--- src/rtl/hazard_issue_unit.sv ---
// Fetch/issue stage: one instruction per cycle to decode.
// Bubbles are inserted at run time for RAW hazards against recently issued
// writers and for the shadow that follows every branch. A taken branch is
// redirected from execute in the last shadow cycle.
module hazard_issue_unit #(
    parameter int PC_W      = 8,
    parameter int RAW_WIN   = 3,
    parameter int BR_SHADOW = 2,
    parameter int CNT_W     = 16
) (
    input  logic             clk,
    input  logic             rst_n,
    input  logic             stall_in,
    output logic [PC_W-1:0]  imem_addr,
    input  logic [15:0]      imem_data,
    input  logic             br_resolve,
    input  logic             br_taken,
    input  logic [PC_W-1:0]  br_target,
    output logic [15:0]      id_inst,
    output logic             id_valid,
    output logic [PC_W-1:0]  id_pc,
    output logic [CNT_W-1:0] bubble_cnt
);

    // Shadow counter width; at least one bit even when BR_SHADOW is 0.
    localparam int SH_W = ($clog2(BR_SHADOW + 1) > 0) ? $clog2(BR_SHADOW + 1) : 1;

    logic [PC_W-1:0]             pc;
    logic [SH_W-1:0]             shadow;
    logic [RAW_WIN-1:0]          sb_vld;
    logic [RAW_WIN-1:0][2:0]     sb_rd;

    logic [2:0] op;
    logic       wr_en;
    logic [2:0] wr_rd;
    logic       rd_a_en;
    logic       rd_b_en;
    logic [2:0] rd_a;
    logic [2:0] rd_b;
    logic       hazard;
    logic       in_shadow;
    logic       issue;
    logic       is_branch;

    assign imem_addr = pc;
    assign op        = imem_data[15:13];
    assign in_shadow = (shadow != '0);
    assign issue     = !in_shadow && !hazard;
    assign is_branch = (op == 3'b100);

    // Decode write/read register fields of the fetched instruction.
    always_comb begin
        wr_en   = 1'b0;
        wr_rd   = imem_data[2:0];
        rd_a_en = 1'b0;
        rd_b_en = 1'b0;
        rd_a    = imem_data[2:0];
        rd_b    = imem_data[5:3];
        if (imem_data != 16'h0000) begin
            case (op)
                3'b000: begin
                    wr_en   = 1'b1;
                    wr_rd   = imem_data[8:6];
                    rd_a_en = 1'b1;
                    rd_b_en = 1'b1;
                end
                3'b001, 3'b010: begin
                    wr_en   = 1'b1;
                    wr_rd   = imem_data[2:0];
                    rd_b_en = 1'b1;
                end
                default: ;
            endcase
        end
    end

    // RAW hazard: any live writer in the history matches a source field.
    always_comb begin
        hazard = 1'b0;
        for (int i = 0; i < RAW_WIN; i++) begin
            if (sb_vld[i] && ((rd_a_en && sb_rd[i] == rd_a) ||
                              (rd_b_en && sb_rd[i] == rd_b)))
                hazard = 1'b1;
        end
    end

    // Writer history ages every unstalled cycle; bubbles enter as invalid.
    always_ff @(posedge clk or negedge rst_n) begin
        if (!rst_n) begin
            sb_vld <= '0;
            sb_rd  <= '0;
        end else if (!stall_in) begin
            sb_vld[0] <= issue && wr_en;
            sb_rd[0]  <= wr_rd;
            for (int i = 1; i < RAW_WIN; i++) begin
                sb_vld[i] <= sb_vld[i-1];
                sb_rd[i]  <= sb_rd[i-1];
            end
        end
    end

    // PC and branch shadow; redirect is only honoured in the last shadow cycle.
    always_ff @(posedge clk or negedge rst_n) begin
        if (!rst_n) begin
            pc     <= '0;
            shadow <= '0;
        end else if (!stall_in) begin
            if (in_shadow) begin
                shadow <= shadow - 1'b1;
                if (shadow == SH_W'(1) && br_resolve && br_taken)
                    pc <= br_target;
            end else if (!hazard) begin
                pc <= pc + PC_W'(1);
                if (is_branch)
                    shadow <= SH_W'(BR_SHADOW);
            end
        end
    end

    // Decode-side registers and saturating bubble counter.
    always_ff @(posedge clk or negedge rst_n) begin
        if (!rst_n) begin
            id_inst    <= '0;
            id_valid   <= 1'b0;
            id_pc      <= '0;
            bubble_cnt <= '0;
        end else if (!stall_in) begin
            if (issue) begin
                id_inst  <= imem_data;
                id_valid <= 1'b1;
                id_pc    <= pc;
            end else begin
                id_inst  <= '0;
                id_valid <= 1'b0;
                if (bubble_cnt != '1)
                    bubble_cnt <= bubble_cnt + CNT_W'(1);
            end
        end
    end

endmodule

--- config.mk ---
export PLATFORM = sky130hd
export DESIGN_NAME = hazard_issue_unit
export DESIGN_NICKNAME = d
export VERILOG_FILES = /design/src/rtl/hazard_issue_unit.sv
export SDC_FILE = /design/constraint.sdc
export NUM_CORES = 1
export LEC_CHECK = 0
export CORE_MARGIN = 4
export CORE_UTILIZATION = 40
export DETAILED_ROUTE_END_ITERATION = 8
export PLACE_DENSITY_LB_ADDON = 0.12
export SETUP_SLACK_MARGIN = 0.1
export SLEW_MARGIN = 20
export SYNTH_ARGS = -nofsm -noshare
export SYNTH_HDL_FRONTEND = slang
export SYNTH_SLANG_ARGS = --single-unit
--- constraint.sdc ---
create_clock -name clk -period 3 [get_ports clk]
set_input_delay 0.75 -clock clk [delete_from_list [all_inputs] [get_ports clk]]
set_output_delay 0.75 -clock clk [all_outputs]
set_load 0.01 [all_outputs]
# ---- Word level (Yosys, flattened, before mapping)
# Cells that the tools add are included.
dict set report word_totals {
  ff_bits 63
  input_bits 29
  output_inout_bits 49
}
dict set report classes {
  addsub 3
  eq_ne 13
  mux 17
  n_bitwise 2
  n_reduce_logical 27
}
# operator n
set op_table {}
lappend op_table {{8-bit 2-to-1 mux} 3}
lappend op_table {{3-bit equality test} 6}
lappend op_table {{16-bit by 1-bit adder with 16-bit output, second input constant} 1}
lappend op_table {{16-bit 2-to-1 mux} 1}
lappend op_table {{16-bit inequality test, second input constant} 1}
lappend op_table {{16-bit nonzero test} 1}
lappend op_table {{1-bit logical AND} 13}
lappend op_table {{3-bit AND reduction} 3}
lappend op_table {{8-bit by 1-bit adder with 8-bit output, second input constant} 1}
lappend op_table {{1-bit 2-to-1 mux} 8}
lappend op_table {{2-bit 2-to-1 mux} 3}
lappend op_table {{3-bit 2-to-1 mux} 2}
lappend op_table {{2-bit by 1-bit inequality test with 1-bit output, second input constant} 2}
lappend op_table {{2-bit nonzero test} 2}
lappend op_table {{3-bit by 1-bit equality test with 1-bit output, second input constant} 1}
lappend op_table {{3-bit by 2-bit equality test with 1-bit output, second input constant} 1}
lappend op_table {{3-bit equality test, second input constant} 1}
lappend op_table {{3-bit logical NOT} 1}
lappend op_table {{1-bit logical OR} 3}
lappend op_table {{3-bit OR reduction} 1}
lappend op_table {{2-bit by 1-bit equality test with 1-bit output, second input constant} 1}
lappend op_table {{1-bit logical NOT} 2}
lappend op_table {{1-bit NOT} 2}
lappend op_table {{2-bit AND reduction} 1}
lappend op_table {{2-bit by 1-bit subtractor with 2-bit output, second input constant} 1}

# ---- Logic depth before layout (Yosys ltp)
dict set report logic_depth {
  depth_word 14
  mapped_depth 9
}

# ---- Least setup slack after synthesis
# OpenSTA, ideal clock, no wires.
dict set report synth_timing {
  path_type {input-to-reg}
  start {input port imem_data[2]}
  end {register id_pc[5]}
  setup_ps 128
  arrival_ps 2513
  required_ps 2872
  setup_slack_ps 360
  path_stages 9
  path_buffers 3
  path_cell_list {buf_2 > nor4_2 > and4_1 > a21oi_2 > a211oi_4 > and2b_1 > buf_6 > buf_8 > mux2_1}
}
dict set report synth_between {
  elab_chain_len 11
}
# item line
set synth_rtl {}
lappend synth_rtl {{start, declared} 15} ;# input logic [15:0] imem_data,
lappend synth_rtl {{16-bit nonzero test} 59} ;# if (imem_data != 16'h0000) begin
lappend synth_rtl {{1-bit 2-to-1 mux} 59}
lappend synth_rtl {{1-bit logical AND (on tied branches)} {81, 82}}
lappend synth_rtl {{1-bit logical OR} 81} ;# if (sb_vld[i] && ((rd_a_en && sb_rd[i] == rd_a) ||
lappend synth_rtl {{1-bit logical AND} 81}
lappend synth_rtl {{1-bit 2-to-1 mux (2 in series)} 81}
lappend synth_rtl {{1-bit 2-to-1 mux (*)} 81}
lappend synth_rtl {{1-bit logical NOT (*)} -}
lappend synth_rtl {{1-bit logical AND (*)} 48} ;# assign issue = !in_shadow && !hazard;
lappend synth_rtl {{2-bit AND reduction (no source line) (*)} -}
lappend synth_rtl {{end signal, assigned} 131} ;# id_pc <= pc;
lappend synth_rtl {{end, declared} 21} ;# output logic [PC_W-1:0] id_pc,
# Every way passes the cells marked *; elsewhere a longest branch is shown, timed or not.
# A chain may end at the register's enable or synchronous reset.

# ---- Final worst setup path
dict set report layout_timing {
  start {input port imem_data[0]}
  end {register bubble_cnt[1]}
}
dict set report layout_between {
  elab_chain_len 12
}
# item line
set layout_rtl {}
lappend layout_rtl {{16-bit nonzero test} 59}
lappend layout_rtl {{1-bit 2-to-1 mux} 59}
lappend layout_rtl {{1-bit logical AND (on tied branches)} {81, 82}}
lappend layout_rtl {{1-bit logical OR} 81}
lappend layout_rtl {{1-bit logical AND} 81}
lappend layout_rtl {{1-bit 2-to-1 mux (2 in series)} 81}
lappend layout_rtl {{1-bit 2-to-1 mux (*)} 81}
lappend layout_rtl {{1-bit logical NOT (*)} -}
lappend layout_rtl {{1-bit logical AND (*)} 48}
lappend layout_rtl {{1-bit NOT (no source line) (*)} -}
lappend layout_rtl {{3-bit AND reduction (no source line) (*)} -}
lappend layout_rtl {{end signal, assigned} 136} ;# bubble_cnt <= bubble_cnt + CNT_W'(1);
lappend layout_rtl {{end, declared} 22} ;# output logic [CNT_W-1:0] bubble_cnt
# Marks and branches as above.

==> results.sh <==
export IMPL_antenna_found_initial=0
export IMPL_track_usage=0.163
export IMPL_wl_met1_um=3490
export IMPL_routedWlPerCell_um=15.2
export IMPL_required_ns=3.22
export IMPL_crit_path_end_kind="flip-flop"
export IMPL_dp_worst_setup_slack_ns=-0.192
export IMPL_hold_viol=0
export IMPL_wl_met3_um=298
export IMPL_synth_most_common_cell="dfrtp_1"
export IMPL_synth_xor_area_share=0.0861
export IMPL_yosys_top_cells_count="dfrtp_1 (63), xnor2_1 (23), a22o_1 (17), mux2_2 (15)"
export IMPL_ys_seq_elements=63
export IMPL_dr_pass1_iters=6
export IMPL_critPathMaxFanout=8
export IMPL_top_layer="met4"
export IMPL_rsz0062_at_grt="false"
export IMPL_fin_setup_tns_ns=0
export IMPL_skew_ns=0.0121
export IMPL_ys_types=44
export IMPL_tightest_slew_ns=0.637
export IMPL_drt_iter0_drc=74
export IMPL_fin_cells=485
export IMPL_placedCellCount=469
export IMPL_clockBufferDepth=2
export IMPL_ir_drop_uv=264
export IMPL_synth_adder_area_share=0.0198
export IMPL_final_layout_size_suffix_gt1_frac=0.164
export IMPL_place_area_um2=4160
export IMPL_power_frac_comb=0.404
export IMPL_r2r_start="bubble_cnt[6]"
export IMPL_p_int_w=0.00240
export IMPL_p_per_area_nw_per_um2=815
export IMPL_initial_core_util=0.410
export IMPL_areaGrowthSynthToFinish_pct=38.7
export IMPL_netlist_area_um2=3150
export IMPL_avgSynthCellArea_um2=11.1
export IMPL_power_leakage_nw=1.92
export IMPL_rows=32
export IMPL_drc_errors=0
export IMPL_synth_edf_count=0
export IMPL_gp_congestion=0.800
export IMPL_crit_chain="clkdlybuf4s50_1, xnor2_1, nand4_1, a311oi_2, a211oi_4, buf_4, or3_1, mux2_1"
export IMPL_core_um2=7690
export IMPL_slowest_stage="clkdlybuf4s50_1"
export IMPL_fin_area_um2=4370
export IMPL_die_w_um=96.8
export IMPL_max_freq_mhz=358
export IMPL_layout_nets=412
export IMPL_dp_final_hpwl_um=5400
export IMPL_fin_crit_sh=0.931
export IMPL_p_clk_frac=0.221
export IMPL_ys_seq_area_frac=0.500
export IMPL_slew_viol_final=0
export IMPL_synth_top_family_by_area="simple AND/OR/NAND/NOR gates"
export IMPL_crit_type="in -> reg"
export IMPL_cts_root_buffer="clkbuf_8"
export IMPL_cts_clk_slew_worst_paths_ns=0.08
export IMPL_cts_hold_fix_buffers=0
export IMPL_synth_mux_area_frac=0.0932
export IMPL_vias=2524
export IMPL_syn_inst=283
export IMPL_ys_async_sr_fraction=1.00
export IMPL_rrSetupSlack_ns=0.77
export IMPL_slowest_delay_ns=0.64
export IMPL_arrival_ns=3.01
export IMPL_worst_slack_ns=0.208
export IMPL_route_met2_wl_um=3460
export IMPL_ios=78
export IMPL_rr_endpoint="bubble_cnt[1]"
export IMPL_clk_latency_ns=0.34
export IMPL_grt_pass1_wl_um=12600
export IMPL_p_seq_frac=0.374
export IMPL_synth_nets=317
export IMPL_reg2reg_depth=6
export IMPL_dieArea_um2=9370
export IMPL_p_sw_frac=0.327
export IMPL_cts_htree_levels=3
export IMPL_grt_max_degree=39
export IMPL_cpLargestDelayFamily="buffers and inverters"
export IMPL_drtAntennaViolNets=0
export IMPL_p_sw_w=0.00117
export IMPL_wirelength_um=7360
export IMPL_path_buf_inv=2
export IMPL_setup_violations=0
export IMPL_postCtsSetupBuffers=0
export IMPL_cts_tree="built"
export IMPL_dieHeight_um=96.8
export IMPL_hp_class="in -> async"
export IMPL_gr_total_overflow=0
export IMPL_maxSlewHeadroom=0.575
export IMPL_synth_warnings=0
export IMPL_post_route_min_period_ns=2.79
export IMPL_synth_compound_area_frac=0.117
export IMPL_synth_area_leaders="dfrtp_1 (50%), xnor2_1 (6.4%), mux2_2 (5.4%)"
export IMPL_status="completed"
export IMPL_numCtsBuffers=9
export IMPL_grt_pass1_vias=2549
export IMPL_ys_flop_type="dfrtp_1"
export IMPL_cp_start_kind="input port"
export IMPL_yosysTopAreaCellShare=0.500
export IMPL_postLayoutCoreUtil=0.569
export IMPL_cts_resized=0
export IMPL_vias_per_cell=5.20
export IMPL_synthSimpleGateAreaFrac=0.138
export IMPL_max_cap_violations=0
export IMPL_antenna_cells=0
export IMPL_yosys_area_top_type="dfrtp_1"
export IMPL_clock_sinks=63
export IMPL_io_buffers=77
-- placed cells by master (no fill, tap or decap), types with 3 or more instances in the layout --
cell type | Yosys | routed
a21oi_1 | 12 | 12
nand2_1 | 12 | 12
nand4_1 | 9 | 9
a31oi_1 | 5 | 5
or4_1 | 3 | 3
xor2_1 | 8 | 8
mux2i_1 | 8 | 8
or3_1 | 5 | 5
a21o_1 | 3 | 3
clkbuf_1 | 12 | 3
clkdlybuf4s50_1 | 0 | 74
ha_1 | 5 | 5
nor3_1 | 7 | 7
buf_4 | 1 | 25
inv_1 | 8 | 8
nand3_1 | 12 | 12
clkbuf_8 | 0 | 9
and3_1 | 7 | 7
o21ai_0 | 9 | 9
nor2_1 | 5 | 5
mux2_1 | 4 | 4
dfrtp_1 | 63 | 63
a22o_1 | 17 | 17
nor4_1 | 5 | 4
mux2_2 | 15 | 15
xnor2_1 | 23 | 23
-- worst register-to-register path, stage by stage, from the launching register on --
cell	delay, ns
dfrtp_1	0.43
and3_1	0.23
and3_1	0.21
and3_1	0.22
and3_1	0.30
or3_1	0.39
mux2_1	0.33
-- area by class of cell --
type	instances	area, µm²
Timing Repair Buffer	104	991
Sequential cell	63	1580
Clock inverter	4	70.1
Multi-Input combinational cell	191	1440
Fill cell	695	3310
Tap cell	102	128
Clock buffer	12	135
Inverter	9	33.8
-- registers in the layout, indices dropped and copies added (netlist names) --
register	flops
id_inst	16
id_valid	1
imem_addr	8
bubble_cnt	16
sb_vld	3
id_pc	8
sb_rd	9
shadow	2
-- stage by stage --
| step | power, W | hold WS (ns) |
|---|---|---|
| 6_report | 0.00357 | 0.421 |
| 5_1_grt | 0.00380 | 0.460 |
| 4_1_cts | 0.00361 | 0.445 |
| 3_5_place_dp | 0.00281 | 0.476 |
| 3_3_place_gp | 0.00277 | 0.464 |
| 2_1_floorplan | 0.00207 | 0.454 |
-- how the worst max path moves through the flow --
stage / start / endpoint / slack [ns] / cells after the start
global route: imem_data[0] / bubble_cnt[1] / 0.10 / 8
finish: imem_data[0] / bubble_cnt[1] / 0.21 / 8
detailed placement: imem_data[1] / bubble_cnt[1] / -0.19 / 8
CTS: imem_data[1] / bubble_cnt[1] / 0.16 / 8
floorplan: imem_data[2] / id_pc[5] / 0.36 / 9
global placement: imem_data[1] / bubble_cnt[1] / -0.14 / 8
-- power by group through the flow --
stage          combinational (W)  sequential, W  clock [W]
5_1_grt                  0.00158        0.00138   0.000848
2_1_floorplan           0.000658        0.00141          0
3_5_place_dp             0.00146        0.00135          0
6_report                 0.00144        0.00134   0.000789
4_1_cts                  0.00146        0.00134   0.000809
3_3_place_gp             0.00142        0.00135          0
-- metal layers --
layer | track usage | vias up
li1 | - | 1220
met1 | 0.219 | 1229
met2 | 0.258 | 65
met3 | 0.0375 | 10
met4 | 0.0562 | 0
met5 | 0 | -
-- cells by family after synthesis --
family,after synthesis
compound gates,52
xor+xnor,31
fa+ha+maj,5
buf+inv,29
flops,63
mux,27
simple gates,76
Note: power is estimated with default switching activity, not from simulation.
